## config.mk

```make
export PLATFORM = sky130hd
export DESIGN_NAME = pe_ctrl_flat
export DESIGN_NICKNAME = d
export VERILOG_FILES = /design/src/rtl/pe_ctrl_if.sv /design/src/rtl/pe_ctrl.sv /design/src/flat_wrapper.sv
export SDC_FILE = /design/constraint.sdc
export NUM_CORES = 1
export LEC_CHECK = 0
export BUFFER_PORTS_ARGS = -buffer_cell sky130_fd_sc_hd__buf_4
export CORE_MARGIN = 2
export CORE_UTILIZATION = 55
export CTS_BUF_LIST = sky130_fd_sc_hd__clkbuf_2 sky130_fd_sc_hd__clkbuf_4 sky130_fd_sc_hd__clkbuf_8
export CTS_CLUSTER_DIAMETER = 40
export DETAILED_ROUTE_END_ITERATION = 10
export PLACE_DENSITY = 0.78
export RECOVER_POWER = 50
export SLEW_MARGIN = 20
export SYNTH_ARGS = -nofsm -noshare
export SYNTH_HDL_FRONTEND = slang
export SYNTH_SLANG_ARGS = --single-unit
export TNS_END_PERCENT = 100
```

## constraint.sdc

```tcl
create_clock -name clk -period 5.1 [get_ports clk]
set_input_delay 0.51 -clock clk [delete_from_list [all_inputs] [get_ports clk]]
set_output_delay 0.51 -clock clk [all_outputs]
set_load 0.05 [all_outputs]
```

## src/rtl/pe_ctrl_if.sv

```systemverilog
// Handshake, command and PE-strobe bundle between a job source/PE datapath and pe_ctrl.
// The master side is the controller, the slave side is the environment.
interface pe_ctrl_if #(
  parameter int unsigned TAP_W = 4
);
  logic             start;
  logic [TAP_W-1:0] num_taps;
  logic             pool_mode;
  logic             bias_en;
  logic             op_valid;
  logic             op_ready;
  logic [2:0]       pe_resp;

  logic             if_rf_wr_en;
  logic             wt_rf_wr_en;
  logic             mult_load;
  logic             mult_en;
  logic             add_en_1;
  logic             add_en_2;
  logic             acc_wr_en;
  logic             acc_clr;
  logic             of_rf_wr_en;

  logic             actn_in_sel;
  logic             wt_in_sel;
  logic             add_in_sel;
  logic             pe_out_sel;

  logic             busy;
  logic             done;
  logic             err;

  modport master (
    input  start, num_taps, pool_mode, bias_en, op_valid, pe_resp,
    output op_ready, if_rf_wr_en, wt_rf_wr_en, mult_load, mult_en, add_en_1,
           add_en_2, acc_wr_en, acc_clr, of_rf_wr_en, actn_in_sel, wt_in_sel,
           add_in_sel, pe_out_sel, busy, done, err
  );

  modport slave (
    output start, num_taps, pool_mode, bias_en, op_valid, pe_resp,
    input  op_ready, if_rf_wr_en, wt_rf_wr_en, mult_load, mult_en, add_en_1,
           add_en_2, acc_wr_en, acc_clr, of_rf_wr_en, actn_in_sel, wt_in_sel,
           add_in_sel, pe_out_sel, busy, done, err
  );
endinterface

```

## src/rtl/pe_ctrl.sv

```systemverilog
// Sequencer for one processing element: runs a conv MAC or max-pool job per start,
// issuing PE strobes/selects and guarding every PE wait state with a watchdog.
module pe_ctrl #(
  parameter int unsigned TAP_W = 4,
  parameter int unsigned TMO   = 64
) (
  input logic       clk,
  input logic       rst,
  pe_ctrl_if.master bus
);

  localparam int unsigned   WD_W    = $clog2(TMO + 1);
  localparam logic [WD_W-1:0] WD_LAST = WD_W'(TMO - 1);

  typedef enum logic [3:0] {
    S_IDLE, S_CLR, S_LOAD, S_MLD, S_MULT, S_ADD, S_ACC,
    S_POOL, S_BLOAD, S_BADD, S_BACC, S_FIN, S_WR, S_DONE
  } state_t;

  typedef struct packed {
    logic op_ready;
    logic mult_load;
    logic mult_en;
    logic add_en_1;
    logic add_en_2;
    logic acc_wr_en;
    logic acc_clr;
    logic of_rf_wr_en;
    logic actn_in_sel;
    logic wt_in_sel;
    logic add_in_sel;
    logic pe_out_sel;
    logic busy;
    logic done;
    logic err;
  } ctl_t;

  state_t           state_q, state_d;
  logic [TAP_W-1:0] tap_q, tap_d;
  logic [WD_W-1:0]  wd_q, wd_d;
  logic             pool_q, pool_d;
  logic             bias_q, bias_d;
  ctl_t             ctl_q, ctl_d;

  logic xfer;
  logic wait_st;
  logic tmo_hit;
  logic last_tap;

  // op_ready is high only in LOAD/BLOAD, so this is the operand transfer itself
  assign xfer     = ctl_q.op_ready & bus.op_valid;
  assign wait_st  = (state_q == S_MULT) || (state_q == S_ADD) ||
                    (state_q == S_BADD) || (state_q == S_FIN);
  assign tmo_hit  = (wd_q == WD_LAST);
  assign last_tap = (tap_q == TAP_W'(1));

  always_ff @(posedge clk) begin
    if (rst) begin
      state_q <= S_IDLE;
      tap_q   <= '0;
      wd_q    <= '0;
      pool_q  <= 1'b0;
      bias_q  <= 1'b0;
      ctl_q   <= '0;
    end else begin
      state_q <= state_d;
      tap_q   <= tap_d;
      wd_q    <= wd_d;
      pool_q  <= pool_d;
      bias_q  <= bias_d;
      ctl_q   <= ctl_d;
    end
  end

  always_comb begin
    state_d = state_q;
    tap_d   = tap_q;
    wd_d    = wd_q;
    pool_d  = pool_q;
    bias_d  = bias_q;
    ctl_d   = '0;

    unique case (state_q)
      S_IDLE: begin
        if (bus.start) begin
          if (bus.num_taps != '0) begin
            state_d = S_CLR;
            tap_d   = bus.num_taps;
            pool_d  = bus.pool_mode;
            bias_d  = bus.bias_en;
          end else begin
            ctl_d.err = 1'b1;
          end
        end
      end
      S_CLR:  state_d = S_LOAD;
      S_LOAD: begin
        if (xfer) state_d = pool_q ? S_POOL : S_MLD;
      end
      S_MLD:  state_d = S_MULT;
      S_MULT: begin
        if (bus.pe_resp[0]) begin
          state_d = S_ADD;
        end else if (tmo_hit) begin
          state_d   = S_IDLE;
          ctl_d.err = 1'b1;
        end
      end
      S_ADD: begin
        if (bus.pe_resp[1]) begin
          state_d = S_ACC;
        end else if (tmo_hit) begin
          state_d   = S_IDLE;
          ctl_d.err = 1'b1;
        end
      end
      S_ACC: begin
        tap_d = tap_q - TAP_W'(1);
        if (last_tap) state_d = bias_q ? S_BLOAD : S_FIN;
        else          state_d = S_LOAD;
      end
      S_POOL: begin
        tap_d   = tap_q - TAP_W'(1);
        state_d = last_tap ? S_FIN : S_LOAD;
      end
      S_BLOAD: begin
        if (xfer) state_d = S_BADD;
      end
      S_BADD: begin
        if (bus.pe_resp[1]) begin
          state_d = S_BACC;
        end else if (tmo_hit) begin
          state_d   = S_IDLE;
          ctl_d.err = 1'b1;
        end
      end
      S_BACC: state_d = S_FIN;
      S_FIN: begin
        if (bus.pe_resp[2]) begin
          state_d = S_WR;
        end else if (tmo_hit) begin
          state_d   = S_IDLE;
          ctl_d.err = 1'b1;
        end
      end
      S_WR:   state_d = S_DONE;
      S_DONE: state_d = S_IDLE;
      default: state_d = S_IDLE;
    endcase

    // Watchdog restarts on every state change and counts only while waiting on the PE
    if (state_d != state_q) begin
      wd_d = '0;
    end else if (wait_st) begin
      wd_d = wd_q + WD_W'(1);
    end

    // Outputs decoded from the state being entered, so they are registered yet aligned to it
    unique case (state_d)
      S_CLR:   ctl_d.acc_clr     = 1'b1;
      S_LOAD:  ctl_d.op_ready    = 1'b1;
      S_BLOAD: ctl_d.op_ready    = 1'b1;
      S_MLD:   ctl_d.mult_load   = 1'b1;
      S_MULT:  ctl_d.mult_en     = 1'b1;
      S_ADD:   ctl_d.add_en_1    = 1'b1;
      S_ACC:   ctl_d.acc_wr_en   = 1'b1;
      S_BACC:  ctl_d.acc_wr_en   = 1'b1;
      S_BADD: begin
        ctl_d.add_en_1   = 1'b1;
        ctl_d.add_in_sel = 1'b1;
      end
      S_FIN:   ctl_d.add_en_2    = 1'b1;
      S_WR:    ctl_d.of_rf_wr_en = 1'b1;
      S_DONE:  ctl_d.done        = 1'b1;
      default: ;
    endcase

    // Path selects follow the captured job type and stay put for the whole job
    if (state_d != S_IDLE) begin
      ctl_d.busy        = 1'b1;
      ctl_d.actn_in_sel = ~pool_d;
      ctl_d.pe_out_sel  = pool_d;
      ctl_d.wt_in_sel   = (state_d != S_BADD);
    end
  end

  assign bus.op_ready    = ctl_q.op_ready;
  assign bus.if_rf_wr_en = xfer & (state_q == S_LOAD);
  assign bus.wt_rf_wr_en = xfer;
  assign bus.mult_load   = ctl_q.mult_load;
  assign bus.mult_en     = ctl_q.mult_en;
  assign bus.add_en_1    = ctl_q.add_en_1;
  assign bus.add_en_2    = ctl_q.add_en_2;
  assign bus.acc_wr_en   = ctl_q.acc_wr_en;
  assign bus.acc_clr     = ctl_q.acc_clr;
  assign bus.of_rf_wr_en = ctl_q.of_rf_wr_en;
  assign bus.actn_in_sel = ctl_q.actn_in_sel;
  assign bus.wt_in_sel   = ctl_q.wt_in_sel;
  assign bus.add_in_sel  = ctl_q.add_in_sel;
  assign bus.pe_out_sel  = ctl_q.pe_out_sel;
  assign bus.busy        = ctl_q.busy;
  assign bus.done        = ctl_q.done;
  assign bus.err         = ctl_q.err;

endmodule

```

## src/flat_wrapper.sv

```systemverilog
// flat-port wrapper written by rule: the top's interface ports become plain ports
module pe_ctrl_flat 
#(
  parameter int unsigned TAP_W = 4,
  parameter int unsigned TMO   = 64
)
  (clk, rst, bus_start, bus_num_taps, bus_pool_mode, bus_bias_en, bus_op_valid, bus_pe_resp, bus_op_ready, bus_if_rf_wr_en, bus_wt_rf_wr_en, bus_mult_load, bus_mult_en, bus_add_en_1, bus_add_en_2, bus_acc_wr_en, bus_acc_clr, bus_of_rf_wr_en, bus_actn_in_sel, bus_wt_in_sel, bus_add_in_sel, bus_pe_out_sel, bus_busy, bus_done, bus_err);
  pe_ctrl_if #(.TAP_W(TAP_W)) bus_i ();
  input logic clk;
  input logic rst;
  input wire logic [$bits(bus_i.start)-1:0] bus_start;
  input wire logic [$bits(bus_i.num_taps)-1:0] bus_num_taps;
  input wire logic [$bits(bus_i.pool_mode)-1:0] bus_pool_mode;
  input wire logic [$bits(bus_i.bias_en)-1:0] bus_bias_en;
  input wire logic [$bits(bus_i.op_valid)-1:0] bus_op_valid;
  input wire logic [$bits(bus_i.pe_resp)-1:0] bus_pe_resp;
  output wire logic [$bits(bus_i.op_ready)-1:0] bus_op_ready;
  output wire logic [$bits(bus_i.if_rf_wr_en)-1:0] bus_if_rf_wr_en;
  output wire logic [$bits(bus_i.wt_rf_wr_en)-1:0] bus_wt_rf_wr_en;
  output wire logic [$bits(bus_i.mult_load)-1:0] bus_mult_load;
  output wire logic [$bits(bus_i.mult_en)-1:0] bus_mult_en;
  output wire logic [$bits(bus_i.add_en_1)-1:0] bus_add_en_1;
  output wire logic [$bits(bus_i.add_en_2)-1:0] bus_add_en_2;
  output wire logic [$bits(bus_i.acc_wr_en)-1:0] bus_acc_wr_en;
  output wire logic [$bits(bus_i.acc_clr)-1:0] bus_acc_clr;
  output wire logic [$bits(bus_i.of_rf_wr_en)-1:0] bus_of_rf_wr_en;
  output wire logic [$bits(bus_i.actn_in_sel)-1:0] bus_actn_in_sel;
  output wire logic [$bits(bus_i.wt_in_sel)-1:0] bus_wt_in_sel;
  output wire logic [$bits(bus_i.add_in_sel)-1:0] bus_add_in_sel;
  output wire logic [$bits(bus_i.pe_out_sel)-1:0] bus_pe_out_sel;
  output wire logic [$bits(bus_i.busy)-1:0] bus_busy;
  output wire logic [$bits(bus_i.done)-1:0] bus_done;
  output wire logic [$bits(bus_i.err)-1:0] bus_err;
  assign bus_i.start = bus_start;
  assign bus_i.num_taps = bus_num_taps;
  assign bus_i.pool_mode = bus_pool_mode;
  assign bus_i.bias_en = bus_bias_en;
  assign bus_i.op_valid = bus_op_valid;
  assign bus_i.pe_resp = bus_pe_resp;
  assign bus_op_ready = bus_i.op_ready;
  assign bus_if_rf_wr_en = bus_i.if_rf_wr_en;
  assign bus_wt_rf_wr_en = bus_i.wt_rf_wr_en;
  assign bus_mult_load = bus_i.mult_load;
  assign bus_mult_en = bus_i.mult_en;
  assign bus_add_en_1 = bus_i.add_en_1;
  assign bus_add_en_2 = bus_i.add_en_2;
  assign bus_acc_wr_en = bus_i.acc_wr_en;
  assign bus_acc_clr = bus_i.acc_clr;
  assign bus_of_rf_wr_en = bus_i.of_rf_wr_en;
  assign bus_actn_in_sel = bus_i.actn_in_sel;
  assign bus_wt_in_sel = bus_i.wt_in_sel;
  assign bus_add_in_sel = bus_i.add_in_sel;
  assign bus_pe_out_sel = bus_i.pe_out_sel;
  assign bus_busy = bus_i.busy;
  assign bus_done = bus_i.done;
  assign bus_err = bus_i.err;
  pe_ctrl #(.TAP_W(TAP_W), .TMO(TMO)) u_core (.clk(clk), .rst(rst), .bus(bus_i));
endmodule
```

=== After elaboration in Yosys (flattened, before gate mapping) ===
Cells that the tools add are included.

* Add/subtract/negate cells: 2
* Multipliers: 0
* Div/mod/pow operators: 0
* $lt $le $gt $ge: 0
* Eq/ne operators: 30
* Shifts and indexed selects: 0
* Mux-type cells: 38
* Bitwise gates (word level): 4
* Reduce and logical (&&, ||, !) cells: 16

{| class="wikitable"
|+ Operators by type and width
! cell !! count
|-
| $mux 4 || 13
|-
| $pmux 4 s13 || 1
|-
| $eq 4x4->1 const B || 11
|-
| $eq 4x3->1 const B || 7
|-
| $mux 1 || 20
|-
| $eq 4x2->1 const B || 4
|-
| $reduce_or 2->1 || 7
|-
| $eq 4x1->1 const B || 3
|-
| $pmux 4 s2 || 1
|-
| $reduce_bool 4->1 || 2
|-
| $add 7x1->7 const B || 1
|-
| $eq 7x6->1 const B || 1
|-
| $reduce_and 3->1 || 2
|-
| $logic_not 4->1 || 1
|-
| $ne 4x4->1 || 1
|-
| $ne 4x4->1 const B || 1
|-
| $pmux 1 s4 || 1
|-
| $sub 4x1->4 const B || 1
|-
| $logic_or 1x1->1 || 3
|-
| $mux 3 || 1
|-
| $and 1x1->1 || 2
|-
| $mux 2 || 1
|-
| $ne 2x1->1 const B || 1
|-
| $ne 2x2->1 const B || 1
|-
| 2 further kinds || 3
|}

* Bits in registers: 32
* Bits in latches: 0
* RAM bits: 0
* Memory bits (read-only): 0
* Input port bits: 13
* Output and inout bits: 17
* Word-level logic and storage cells: 110
* Memories: 0

=== Logic depth before layout (Yosys ltp) ===
* Depth after elaboration: 7
* Gate-level depth with buffers: 9
* Gate-level depth less buffers: 7

=== Worst setup path after synthesis ===
OpenSTA, ideal clock, no wires.

* Path type: reg-to-output
* Start point: register u_core.ctl_q, in the netlist u_core.bus.op_ready
* End point: output port bus_if_rf_wr_en
* Arrival: 2853 ps
* Data required time: 4590 ps
* Setup slack: 1737 ps
* Cell stages (with the launch flop): 3
* Buffers on the path: 0
* Path through: dfxtp_1 > and2_1 > nor4b_1

* Longest elaborated chain between the ends: 2

{| class="wikitable"
|+ Ends and longest elaborated chain
! what !! line !! source
|-
| from (decl) || pe_ctrl.sv:43 || <nowiki>ctl_t ctl_q, ctl_d;</nowiki>
|-
| from (signal assigned) || pe_ctrl.sv:71 || <nowiki>ctl_q <= ctl_d;</nowiki>
|-
| $and 1x1->1 || pe_ctrl.sv:51 || <nowiki>assign xfer = ctl_q.op_ready & bus.op_valid;</nowiki>
|-
| net bus_wt_rf_wr_en || flat_wrapper.sv:19 || <nowiki>output wire logic [$bits(bus_i.wt_rf_wr_en)-1:0] bus_wt_rf_wr_en;</nowiki>
|-
| $and 1x1->1 || pe_ctrl.sv:188 || <nowiki>assign bus.if_rf_wr_en = xfer & (state_q == S_LOAD);</nowiki>
|-
| to (decl) || flat_wrapper.sv:18 || <nowiki>output wire logic [$bits(bus_i.if_rf_wr_en)-1:0] bus_if_rf_wr_en;</nowiki>
|}

The timed path passes the listed nets, and every way through them passes these cells.

=== Final worst setup path ===
* Start point: register u_core.state_q[0]
* End point: register u_core.ctl_q, in the netlist u_core.bus.acc_wr_en

* Longest elaborated chain between the ends: 6
* Elaborated cells between the ends (all ways): 27
* Those cells by class: eq/ne (14); mux (11); reduce/logical (2)

{| class="wikitable"
|+ Ends and longest elaborated chain
! what !! line !! source
|-
| from (decl) || pe_ctrl.sv:38 || <nowiki>state_t state_q, state_d;</nowiki>
|-
| from (signal assigned) || pe_ctrl.sv:66 || <nowiki>state_q <= state_d;</nowiki>
|-
| $mux 4, on equally long branches (2 in a row) || - ||
|-
| $pmux 4 s13 * || pe_ctrl.sv:83 || <nowiki>unique case (state_q)</nowiki>
|-
| $eq 4x3->1 or $eq 4x4->1 (tied branches) || pe_ctrl.sv:159 || <nowiki>unique case (state_d)</nowiki>
|-
| $reduce_or 2->1 (no line) * || - ||
|-
| $mux 1 * || pe_ctrl.sv:159 ||
|}

Every way passes the cells marked *; elsewhere a longest branch is shown, timed or not.
A chain may end at the register's enable or synchronous reset.

==> run summary <==
number of fill cells in the layout: 283
num rows: 20
Post-Route WL: 4070 µm
share of cells above drive strength 1: 16.8%
crit path max fanout: 19
Syn Area/Cell: 9.47 µm²
FF-to-FF path depth: 5
outcome: completed
total placed instance area: 1980 µm²
synthesized area: 1770 µm²
drt wl/cell: 15.8 µm
detailed-route via count: 1545
post-route antenna net violation count: 0
Arr. time, crit path: 2.89 ns
clk slew on worst S/H paths: 0.10 ns
Remaining DRCs: 0
cell count after synthesis: 187
unrepaired setup endpoints after global routing: no
syn nets: 203
wire length on met3: 208 µm
Synth cell types: 72
largest net degree at the start of global routing: 20
Clock Tree Root: clkbuf_4
Hold-fix buffers, CTS: 0
measured slew at the worst slew-check pin: 1.24 ns
sequential cell area: 641 µm²
VDD IR max: 0.000226 V
total gr overflow: 0
Slew headroom: 16.5%
Num CTS Buffers: 5
uppermost routed layer: met4
CP Launch Type: flop
Post-synth ARST share: 0%
Period minus WS final: 2.67 ns
Cell Pwr Density: 299 nW/µm²
Worst Hold Depth: 3
Syn. warnings: 0
Main synth FF type: dfxtp_1
Clk Latency, worst-skew pair: 0.33 ns
CP Capture Type: flop
initial antenna violation count: 0
multi-input logic area: 1020 µm²
final worst path period share: 52.3%
skew final: 0.00946 ns
Hold WC Path Type: in2reg
die extent in x: 60.7 µm
Crit Path Class: reg2reg
Fmax achieved: 375 MHz
Core Box Area: 3050 µm²
Final Setup Violations: 0
Clock Path Buffers: 2
MaxCap Viol Count: 0
setup_tns: 0 ns
Final Max Tran Viols: 0
worst hold slack: 0.405 ns
die height: 60.7 µm
wire length on met2: 2100 µm
H-tree Lvls: 2
CTS sink count: 32
sequential-to-total area share from yosys stat: 36.2%
met1 wire length: 1690 µm
leakage: 0.746 nW
CP required: 5.32 ns
drt first-iter violations: 57
starting density of the core: 58.0%
Post-synth EDFFs: 0
Nets: 229
DR pass1 iterations: 4
cts repair resizes: 0
design area: 1980 µm²
Total GRT Usage: 24.0%
Setup Buffers After CTS: 0
num ports: 30
flops & latches, synth: 32
Layout area overhead: 11.9%
vias per inst: 5.99
IO Port Bufs: 29
Die ar.: 3690 µm²
Fin. Hold Viols: 0
dpl hpwl: 3040 µm
diode count: 0
global-route wire length before repair: 6510 µm
gpl congestion: 0.918
vias in the first global route: 1436
CTS tree: yes
synthesized netlist by cell type (2+ instances only):
master	count	area share [%]
a211oi_1	2	0.85
a21oi_1	10	2.8
a22oi_1	2	0.85
and2_1	4	1.4
and3_1	4	1.4
buf_2	2	0.57
buf_4	3	1.3
buf_6	2	1.3
dfxtp_1	32	36
ha_1	3	2.1
inv_1	7	1.5
mux2i_1	2	1.1
nand2_1	8	1.7
nand2b_1	3	1.1
nand3_1	6	1.7
nand3b_1	2	0.85
nor2_1	11	2.3
nor3_1	11	3.1
nor3b_1	3	1.3
nor4_1	4	1.4
o2111ai_1	2	0.99
o211a_1	2	1.1
o211ai_1	3	1.3
o21ai_0	2	0.57
o221a_2	3	1.9
or3_1	2	0.71
xnor2_1	3	1.5
xor2_1	5	2.5
cells in the final DEF, fill, tap and decap left out, drive strengths merged, types with 2 or more instances in the layout:
| master | count |
|---|---|
| nand2 | 8 |
| and3 | 4 |
| nor4 | 6 |
| nand2b | 3 |
| mux2i | 2 |
| inv | 8 |
| mux2 | 3 |
| a21oi | 10 |
| xnor2 | 3 |
| o211a | 2 |
| nand3 | 6 |
| a211oi | 3 |
| clkbuf | 22 |
| dfxtp | 32 |
| nor3b | 4 |
| o21ai | 4 |
| xor2 | 5 |
| nor4b | 2 |
| or3 | 3 |
| a21boi | 2 |
| o31ai | 2 |
| ha | 3 |
| nor3 | 12 |
| o221a | 3 |
| buf | 13 |
| nor2 | 11 |
| o2111ai | 2 |
| a22oi | 2 |
| and2 | 5 |
| o211ai | 4 |
| nand3b | 2 |
where the power goes:
group	switching, mW	internal (mW)	total (mW)
Sequential	0.0144	0.262	0.277
Clock	0.0872	0.108	0.195
Combinational	0.0779	0.0418	0.120
flip-flops by register name, indices dropped and copies added, names as in the netlist:
name and flops:
u_core.bus.pe_out_sel 1, u_core.bus.of_rf_wr_en 1, u_core.bus.mult_en 1, u_core.pool_q 1, u_core.bus.actn_in_sel 1, u_core.state_q 4, u_core.bus.op_ready 1, u_core.bus.add_en_2 1
u_core.bus.done 1, u_core.bias_q 1, u_core.tap_q 4, u_core.bus.acc_clr 1, u_core.bus.busy 1, u_core.bus.mult_load 1, u_core.bus.add_en_1 1, u_core.bus.err 1
u_core.bus.add_in_sel 1, u_core.wd_q 7, u_core.bus.wt_in_sel 1, u_core.bus.acc_wr_en 1
metal layers:
layer  vias up  track usage, %
li1        752               -
met1       739            28.7
met2        46            41.6
met3         8            5.33
met4         0            9.32
met5         -               0
critical path: stages, from the launching register on:
cell and delay [ns]:
dfxtp_1 0.74, and2b_1 0.23, o21ai_0 0.08, o21ai_0 0.99, a21oi_1 0.25, nor4_1 0.26
final timing paths:
path                          start  slack (ns)                   end
hold / removal          bus_bias_en        0.40         u_core.bias_q
setup reg to reg  u_core.state_q[0]        2.43  u_core.bus.acc_wr_en
setup / recovery  u_core.state_q[0]        2.43  u_core.bus.acc_wr_en
hold reg to reg      u_core.wd_q[6]        0.54        u_core.wd_q[6]
through the flow:
stage / power (mW) / std cells / setup WS, ns / utilization, %
after CTS: 0.599 / 258 / 2.78 / 67.3
after global placement: 0.402 / 250 / 2.97 / 64.7
after floorplan: 0.375 / 187 / 1.74 / -
after detailed placement: 0.407 / 250 / 2.95 / 64.7
after global routing: 0.614 / 258 / 2.21 / 64.9
final: 0.591 / 258 / 2.43 / 64.9
area by class of cell:
type / count / area share (%)
clock buffer: 6 / 2.27
clock inverter: 2 / 1.77
inverter: 8 / 1.52
multi-input combinational: 137 / 51.4
sequential: 32 / 32.3
tap: 44 / 2.78
timing repair buffer: 29 / 7.96
kinds of logic after synthesis:
family                   count (synthesis)  synth area share, %
adder cells (fa/ha/maj)                  4                 2.69
multiplexers                             5                 3.25
XOR/XNOR                                 8                 3.96
AO/OA/AOI/OAI                           44                 19.6
flip-flops                              32                 36.2
AND/OR/NAND/NOR                         76                 28.8
buffers and inverters                   18                 5.51
Note: power is estimated with default switching activity, not from simulation.
